## src/rtl/rect_fill_pkg.sv

```systemverilog
`default_nettype none
// ============================================================================
// Module      : rect_fill_pkg
// Description : Shared types and constants for the rectangle filler: FSM
//               state encoding, burst geometry and the address split helper.
// Revision    : 1.0 - initial release
// ============================================================================
package rect_fill_pkg;

  // Fill sequencer states: idle, first/second data beat of a burst, completion
  typedef enum logic [1:0] {
    IDLE  = 2'd0,
    BEAT0 = 2'd1,
    BEAT1 = 2'd2,
    DONE  = 2'd3
  } state_e;

  localparam int         PIX_PER_BEAT = 4;
  localparam int         BEATS        = 2;
  localparam int         BURST_PIX    = 8;
  localparam logic [7:0] PIXEL_PAD    = 8'h00;

  // Lowest frame_base bit that survives into the burst address; everything
  // below it is replaced by {y, xb, 2'b00}.
  function automatic int addr_lo(input int x_w, input int y_w);
    return y_w + (x_w - 3) + 2;
  endfunction

endpackage
`default_nettype wire

```

## src/rtl/rect_filler_if.sv

```systemverilog
`default_nettype none
// ============================================================================
// Module      : rect_filler_if
// Description : Command handshake plus MIG af/wdf write port of the
//               rectangle filler, grouped as one bundle.
// Revision    : 1.0 - initial release
// ============================================================================
interface rect_filler_if #(
  parameter int X_W = 10,
  parameter int Y_W = 10
);
  logic           valid;
  logic           ready;
  logic [23:0]    color;
  logic [X_W-1:0] x0;
  logic [X_W-1:0] x1;
  logic [Y_W-1:0] y0;
  logic [Y_W-1:0] y1;
  logic [31:0]    frame_base;
  logic           af_full;
  logic           wdf_full;
  logic           af_wr_en;
  logic [30:0]    af_addr_din;
  logic           wdf_wr_en;
  logic [127:0]   wdf_din;
  logic [15:0]    wdf_mask_din;
  logic           done;

  // Filler side
  modport slave (
    input  valid, color, x0, x1, y0, y1, frame_base, af_full, wdf_full,
    output ready, af_wr_en, af_addr_din, wdf_wr_en, wdf_din, wdf_mask_din, done
  );

  // Command processor / memory controller side
  modport master (
    output valid, color, x0, x1, y0, y1, frame_base, af_full, wdf_full,
    input  ready, af_wr_en, af_addr_din, wdf_wr_en, wdf_din, wdf_mask_din, done
  );
endinterface
`default_nettype wire

```

## src/rtl/rect_fill_mask.sv

```systemverilog
`default_nettype none
// ============================================================================
// Module      : rect_fill_mask
// Description : Byte mask for one 4-pixel beat; a pixel outside [x0, x1]
//               gets all four of its bytes masked (1 = not written).
// Revision    : 1.0 - initial release
// ============================================================================
module rect_fill_mask
  import rect_fill_pkg::*;
#(
  parameter int X_W = 10
) (
  input  wire logic [X_W-1:0]            beat_x_i,
  input  wire logic [X_W-1:0]            x0_i,
  input  wire logic [X_W-1:0]            x1_i,
  output logic [4*PIX_PER_BEAT-1:0]      mask_o
);

  // One extra bit so beat_x + 3 can never wrap back inside the rectangle
  for (genvar p = 0; p < PIX_PER_BEAT; p++) begin : g_pix
    logic [X_W:0] w_px;
    assign w_px = {1'b0, beat_x_i} + (X_W+1)'(p);
    assign mask_o[4*p +: 4] = ((w_px < {1'b0, x0_i}) || (w_px > {1'b0, x1_i}))
                              ? 4'hF : 4'h0;
  end

endmodule
`default_nettype wire

```

## src/rtl/rect_filler.sv

```systemverilog
`default_nettype none
// ============================================================================
// Module      : rect_filler
// Description : Fills an inclusive rectangle of a DDR2 frame buffer with one
//               colour, one af command plus two wdf beats per 8-pixel burst.
// Revision    : 1.0 - initial release
// ============================================================================
module rect_filler
  import rect_fill_pkg::*;
#(
  parameter int FRAME_W = 800,
  parameter int FRAME_H = 600,
  parameter int X_W     = 10,
  parameter int Y_W     = 10
) (
  input  wire logic    clk,
  input  wire logic    rst,
  rect_filler_if.slave bus
);

  localparam int             XB_W    = X_W - 3;
  localparam int             ADDR_LO = addr_lo(X_W, Y_W);
  localparam logic [X_W-1:0] C_X_MAX = X_W'(FRAME_W - 1);
  localparam logic [Y_W-1:0] C_Y_MAX = Y_W'(FRAME_H - 1);

  state_e                state_q, state_d;
  logic [XB_W-1:0]       xb_q, xb_d;
  logic [Y_W-1:0]        y_q, y_d;
  logic [X_W-1:0]        x0_q, x1_q;
  logic [Y_W-1:0]        y1_q;
  logic [23:0]           color_q;
  logic [30-ADDR_LO:0]   base_q;

  logic [X_W-1:0]        w_x1_clamp;
  logic [Y_W-1:0]        w_y1_clamp;
  logic                  w_accept;
  logic                  w_af_push;
  logic                  w_wdf_push;
  logic [X_W-1:0]        w_beat_x;
  logic                  w_unused_base;

  assign w_x1_clamp = (bus.x1 > C_X_MAX) ? C_X_MAX : bus.x1;
  assign w_y1_clamp = (bus.y1 > C_Y_MAX) ? C_Y_MAX : bus.y1;
  assign w_accept   = (state_q == IDLE) && bus.valid;

  // Low frame_base bits are overwritten by the pixel coordinates
  assign w_unused_base = ^{bus.frame_base[31], bus.frame_base[ADDR_LO-1:0]};

  // Sequencer state and burst position
  always_ff @(posedge clk) begin
    if (rst) begin
      state_q <= IDLE;
      xb_q    <= '0;
      y_q     <= '0;
    end else begin
      state_q <= state_d;
      xb_q    <= xb_d;
      y_q     <= y_d;
    end
  end

  // Command operands, captured on accept with the bounds already clamped
  always_ff @(posedge clk) begin
    if (w_accept) begin
      x0_q    <= bus.x0;
      x1_q    <= w_x1_clamp;
      y1_q    <= w_y1_clamp;
      color_q <= bus.color;
      base_q  <= bus.frame_base[30:ADDR_LO];
    end
  end

  // Next state, raster walk and FIFO push decisions
  always_comb begin
    state_d    = state_q;
    xb_d       = xb_q;
    y_d        = y_q;
    w_af_push  = 1'b0;
    w_wdf_push = 1'b0;
    case (state_q)
      IDLE: begin
        if (bus.valid) begin
          if ((bus.x0 > w_x1_clamp) || (bus.y0 > w_y1_clamp)) begin
            state_d = DONE;
          end else begin
            state_d = BEAT0;
            xb_d    = bus.x0[X_W-1:3];
            y_d     = bus.y0;
          end
        end
      end
      BEAT0: begin
        if (!bus.af_full && !bus.wdf_full) begin
          w_af_push  = 1'b1;
          w_wdf_push = 1'b1;
          state_d    = BEAT1;
        end
      end
      BEAT1: begin
        if (!bus.wdf_full) begin
          w_wdf_push = 1'b1;
          if (xb_q < x1_q[X_W-1:3]) begin
            xb_d    = xb_q + XB_W'(1);
            state_d = BEAT0;
          end else if (y_q < y1_q) begin
            y_d     = y_q + Y_W'(1);
            xb_d    = x0_q[X_W-1:3];
            state_d = BEAT0;
          end else begin
            state_d = DONE;
          end
        end
      end
      DONE:    state_d = IDLE;
      default: state_d = IDLE;
    endcase
  end

  // First pixel of the current beat: lanes 0..3 in BEAT0, 4..7 in BEAT1
  assign w_beat_x = {xb_q, (state_q == BEAT1), 2'b00};

  rect_fill_mask #(
    .X_W (X_W)
  ) u_mask (
    .beat_x_i (w_beat_x),
    .x0_i     (x0_q),
    .x1_i     (x1_q),
    .mask_o   (bus.wdf_mask_din)
  );

  // Pushes are suppressed while reset is held so an abandoned fill emits nothing
  assign bus.af_wr_en    = w_af_push & ~rst;
  assign bus.wdf_wr_en   = w_wdf_push & ~rst;
  assign bus.af_addr_din = {base_q, y_q, xb_q, 2'b00};
  assign bus.wdf_din     = {4{PIXEL_PAD, color_q}};
  assign bus.ready       = (state_q == IDLE);
  assign bus.done        = (state_q == DONE);

endmodule
`default_nettype wire

```

## src/flat_wrapper.sv

```systemverilog
// flat-port wrapper written by rule: the top's interface ports become plain ports
module rect_filler_flat import rect_fill_pkg::*;
#(
  parameter int FRAME_W = 800,
  parameter int FRAME_H = 600,
  parameter int X_W     = 10,
  parameter int Y_W     = 10
)
  (clk, rst, bus_valid, bus_color, bus_x0, bus_x1, bus_y0, bus_y1, bus_frame_base, bus_af_full, bus_wdf_full, bus_ready, bus_af_wr_en, bus_af_addr_din, bus_wdf_wr_en, bus_wdf_din, bus_wdf_mask_din, bus_done);
  rect_filler_if #(.X_W(X_W), .Y_W(Y_W)) bus_i ();
  input  wire logic clk;
  input  wire logic rst;
  input wire logic [$bits(bus_i.valid)-1:0] bus_valid;
  input wire logic [$bits(bus_i.color)-1:0] bus_color;
  input wire logic [$bits(bus_i.x0)-1:0] bus_x0;
  input wire logic [$bits(bus_i.x1)-1:0] bus_x1;
  input wire logic [$bits(bus_i.y0)-1:0] bus_y0;
  input wire logic [$bits(bus_i.y1)-1:0] bus_y1;
  input wire logic [$bits(bus_i.frame_base)-1:0] bus_frame_base;
  input wire logic [$bits(bus_i.af_full)-1:0] bus_af_full;
  input wire logic [$bits(bus_i.wdf_full)-1:0] bus_wdf_full;
  output wire logic [$bits(bus_i.ready)-1:0] bus_ready;
  output wire logic [$bits(bus_i.af_wr_en)-1:0] bus_af_wr_en;
  output wire logic [$bits(bus_i.af_addr_din)-1:0] bus_af_addr_din;
  output wire logic [$bits(bus_i.wdf_wr_en)-1:0] bus_wdf_wr_en;
  output wire logic [$bits(bus_i.wdf_din)-1:0] bus_wdf_din;
  output wire logic [$bits(bus_i.wdf_mask_din)-1:0] bus_wdf_mask_din;
  output wire logic [$bits(bus_i.done)-1:0] bus_done;
  assign bus_i.valid = bus_valid;
  assign bus_i.color = bus_color;
  assign bus_i.x0 = bus_x0;
  assign bus_i.x1 = bus_x1;
  assign bus_i.y0 = bus_y0;
  assign bus_i.y1 = bus_y1;
  assign bus_i.frame_base = bus_frame_base;
  assign bus_i.af_full = bus_af_full;
  assign bus_i.wdf_full = bus_wdf_full;
  assign bus_ready = bus_i.ready;
  assign bus_af_wr_en = bus_i.af_wr_en;
  assign bus_af_addr_din = bus_i.af_addr_din;
  assign bus_wdf_wr_en = bus_i.wdf_wr_en;
  assign bus_wdf_din = bus_i.wdf_din;
  assign bus_wdf_mask_din = bus_i.wdf_mask_din;
  assign bus_done = bus_i.done;
  rect_filler #(.FRAME_W(FRAME_W), .FRAME_H(FRAME_H), .X_W(X_W), .Y_W(Y_W)) u_core (.clk(clk), .rst(rst), .bus(bus_i));
endmodule
```

## config.mk

```make
export PLATFORM = sky130hd
export DESIGN_NAME = rect_filler_flat
export DESIGN_NICKNAME = d
export VERILOG_FILES = /design/src/rtl/rect_fill_pkg.sv /design/src/rtl/rect_filler_if.sv /design/src/rtl/rect_fill_mask.sv /design/src/rtl/rect_filler.sv /design/src/flat_wrapper.sv
export SDC_FILE = /design/constraint.sdc
export NUM_CORES = 1
export LEC_CHECK = 0
export ABC_AREA = 1
export BUFFER_PORTS_ARGS = -buffer_cell sky130_fd_sc_hd__buf_2
export CORE_MARGIN = 2
export CORE_UTILIZATION = 44
export CTS_BUF_LIST = sky130_fd_sc_hd__clkbuf_8
export DETAILED_ROUTE_END_ITERATION = 16
export PLACE_DENSITY = 0.9
export SYNTH_ARGS = -nofsm -noshare
export SYNTH_HDL_FRONTEND = slang
export SYNTH_SLANG_ARGS = --single-unit
```

## constraint.sdc

```tcl
create_clock -name clk -period 2.5 [get_ports clk]
set_clock_uncertainty 0.1 [all_clocks]
set_input_delay 0.5 -clock clk [delete_from_list [all_inputs] [get_ports clk]]
set_output_delay 0.5 -clock clk [all_outputs]
set_load 0.01 [all_outputs]
```

==> results.py <==
metrics = {
    "status": {
        "status": "finished, violations left",
        "violations": "negative setup slack",
    },
    "worst_setup_path": {
        "crit_type": "register to output pin",
        "slowest_stage": "edfxtp_1",
        "arrival_ns": 2.43,
        "cp_max_fo": 4,
        "start_kind": "register",
        "path_cells": "inv_2 > ha_4 > nand2_4 > nor2_4 > inv_2 > nor3b_4 > nand2_2 > nor2_2 > inv_2 > buf_4 > buf_6 > o211ai_1 > buf_2",
        "crit_required_ns": 1.90,
        "crit_path_frequent_cell": "inv_2",
        "slowest_delay_ns": 0.39,
        "startpoint": "u_core.x1_q[6]",
        "cp-end-kind": "output pin",
        "r2r-start": "u_core.x1_q[7]",
        "reg2reg_depth": 18,
        "reg2reg_slack_ns": 0.14,
    },
    "route": {
        "drt-met1-wl_um": 5830,
        "dr_wl_met2_um": 8060,
        "wire_per_inst_um": 14.8,
        "ant_nets": 0,
        "num_vias": 5355,
        "avgViaCountPerCell": 4.92,
        "dr.max_layer_used": "met4",
        "dr.pass1.iters": 6,
        "met3_length_um": 1390,
        "drt_iter0_markers": 459,
        "drc_errors": 0,
        "wl_um": 16100,
    },
    "cts": {
        "worstSkewPairLatency_ns": 0.37,
        "postCtsHoldBufs": 0,
        "root_buffer": "clkbuf_8",
        "cts_tree": "done",
        "cts.sinks": 85,
        "cts_buffers": 9,
        "clock_path_buffers": 2,
        "path_clk_slew_ns": 0.10,
        "htree_levels": 3,
    },
    "min_path": {
        "min_path_cells": 1,
        "worstHoldStart": "bus_frame_base[22]",
        "hp-class": "input port to register",
    },
    "synth": {
        "yosysSeqAreaShare_pct": 39.2,
        "avgSynthCellArea_um2": 8.47,
        "synth_area_um2": 6030,
        "netlist.area_leader.share_pct": 32.9,
        "ys_top_cells_by_area": "edfxtp_1, buf_4, ha_1",
        "synthFlopType": "edfxtp_1",
        "ys_ff_latch": 85,
        "yosysTopAreaCell": "edfxtp_1",
        "async_flop_share_pct": 0,
        "synth_warnings": 0,
        "synth_cells": 712,
        "synth_cell_type_count": 45,
        "synth-edff-count": 66,
    },
    "layout": {
        "fillers": 1047,
        "finalInstanceArea_um2": 7730,
        "fin_cells": 1089,
        "layout_commonest_cell": "buf_2",
        "drive_above_1_share_pct": 45.6,
        "final_cell_mix": "buf_2, nand2_1, inv_1",
        "syn2layout_area_growth_pct": 28.2,
        "nets": 1063,
        "antenna_cells": 0,
    },
    "floorplanning": {
        "rows": 42,
        "die_w_um": 121,
        "ios": 280,
        "die-area_um2": 14700,
        "coreArea_um2": 13300,
        "start_util_pct": 45.3,
        "die_h_um": 121,
    },
    "sta": {
        "rsz0062_at_grt": "true",
        "final.setup.tns_ns": -7.82,
        "tightest_slew_ns": 0.577,
        "min_period_over_period_pct": 121,
        "setup_viol": 16,
        "period_minus_slack_ns": 3.03,
        "max_freq_mhz": 330,
        "hold_violations": 0,
        "maxSlewViolCount": 0,
        "timing.slew.headroom_pct": 61.3,
        "worst_slack_ns": -0.535,
    },
    "global_route": {
        "grt_pass1_vias": 4819,
        "grt_overflow_total": 0,
        "grt_antenna_before_repair": 0,
        "grt_max_degree": 67,
        "grt_use_total_pct": 19.7,
        "grt_pass1_wl_um": 22500,
    },
    "placed_design": {
        "pre_cts_ws_ns": -0.329,
        "io_buffers": 225,
        "dp_cells": 1058,
        "post_dp_cell_area_um2": 6910,
        "gp_congestion": 0.885,
        "dp_hpwl_um": 10500,
    },
    "pwr": {
        "total_power_mw": 7.86,
        "power_leakage_nw": 3.96,
        "power_density_nw_per_um2": 1020,
        "ir_drop_mv": 0.612,
    },
    "job": {
        "maxCapViolations": 0,
    },
}
==> stage by stage <==
step           hold WS [ns]  util, %
2_1_floorplan         0.402        -
3_3_place_gp          0.452     52.0
5_1_grt               0.168     58.1
6_report              0.196     58.1
4_1_cts               0.178     55.6
3_5_place_dp          0.458     52.0
==> Yosys cell counts (2+ instances only) <==
cell	n
a21oi_1	15
nor4_1	2
nand2_4	6
nor2_2	2
ha_1	54
nand3_1	30
o31ai_1	3
nand2_2	6
xor2_1	3
clkbuf_1	5
nand3_4	2
a21o_1	2
xnor2_1	2
nor3_1	2
or2_2	3
dfxtp_1	19
nor2_1	72
nand4_1	14
nand2_1	133
o21ai_0	16
nor2_4	2
o21bai_1	2
inv_1	108
buf_4	120
inv_2	3
edfxtp_1	66
buf_6	2
==> worst max-delay path, delay by kind of cell, from the launching register on <==
| kind | cells | cell delay [ns] |
|---|---|---|
| simple gates | 5 | 0.60 |
| compound gates | 1 | 0.15 |
| fa+ha+maj | 1 | 0.28 |
| buf+inv | 6 | 0.64 |
| flops | 1 | 0.39 |
==> worst paths after layout <==
path / endpoint
worst max-delay path: bus_wdf_mask_din[9]
worst min-delay path: u_core.base_q[3]
worst max register to register: u_core.y_q[2]
worst min register to register: u_core.y_q[8]
==> area by class of cell <==
type,instances,area (µm²),area share (%)
Timing Repair Buffer,280,1640,21.2
Sequential cell,85,2370,30.7
Clock inverter,7,82.6,1.07
Inverter,113,430,5.57
Tap cell,176,220,2.85
Multi-Input combinational cell,419,2870,37.1
Clock buffer,9,124,1.60
==> metal layers <==
layer | vias to the layer above | track usage, %
met4 | 0 | 9.67
li1 | 2516 | -
met2 | 332 | 35.4
met1 | 2428 | 21.3
met5 | - | 0
met3 | 79 | 4.93
==> state kept, by name, indices dropped and copies added (netlist names) <==
signal / flops
u_core.x1_q: 10
u_core.color_q: 24
u_core.xb_q: 7
u_core.y1_q: 10
u_core.base_q: 12
u_core.y_q: 10
u_core.x0_q: 10
u_core.state_q: 2
==> report_power, final <==
| group | internal (mW) | switching, mW | total [mW] | leakage [nW] |
|---|---|---|---|---|
| Clock | 0.476 | 0.569 | 1.05 | 0.104 |
| Combinational | 1.83 | 2.72 | 4.56 | 3.08 |
| Sequential | 1.97 | 0.291 | 2.26 | 0.780 |
| Total | 4.28 | 3.59 | 7.86 | 3.96 |
==> what timing repair did <==
item	CTS	global route
gates cloned	0	1
setup buffers	8	7
resized for setup	50	76
endpoints found under the setup margin	17	34
pin swaps	12	40
==> cell families after synthesis <==
family,share of synthesized area (%)
AOI/OAI and AO/OA,4.48
xor gates and xnor gates,0.727
adders and majority gates,11.2
buffers and inverters,22.9
DFF,39.2
other,0.0622
and+or+nand+nor,21.5
Power figures use the tool's default switching activity.
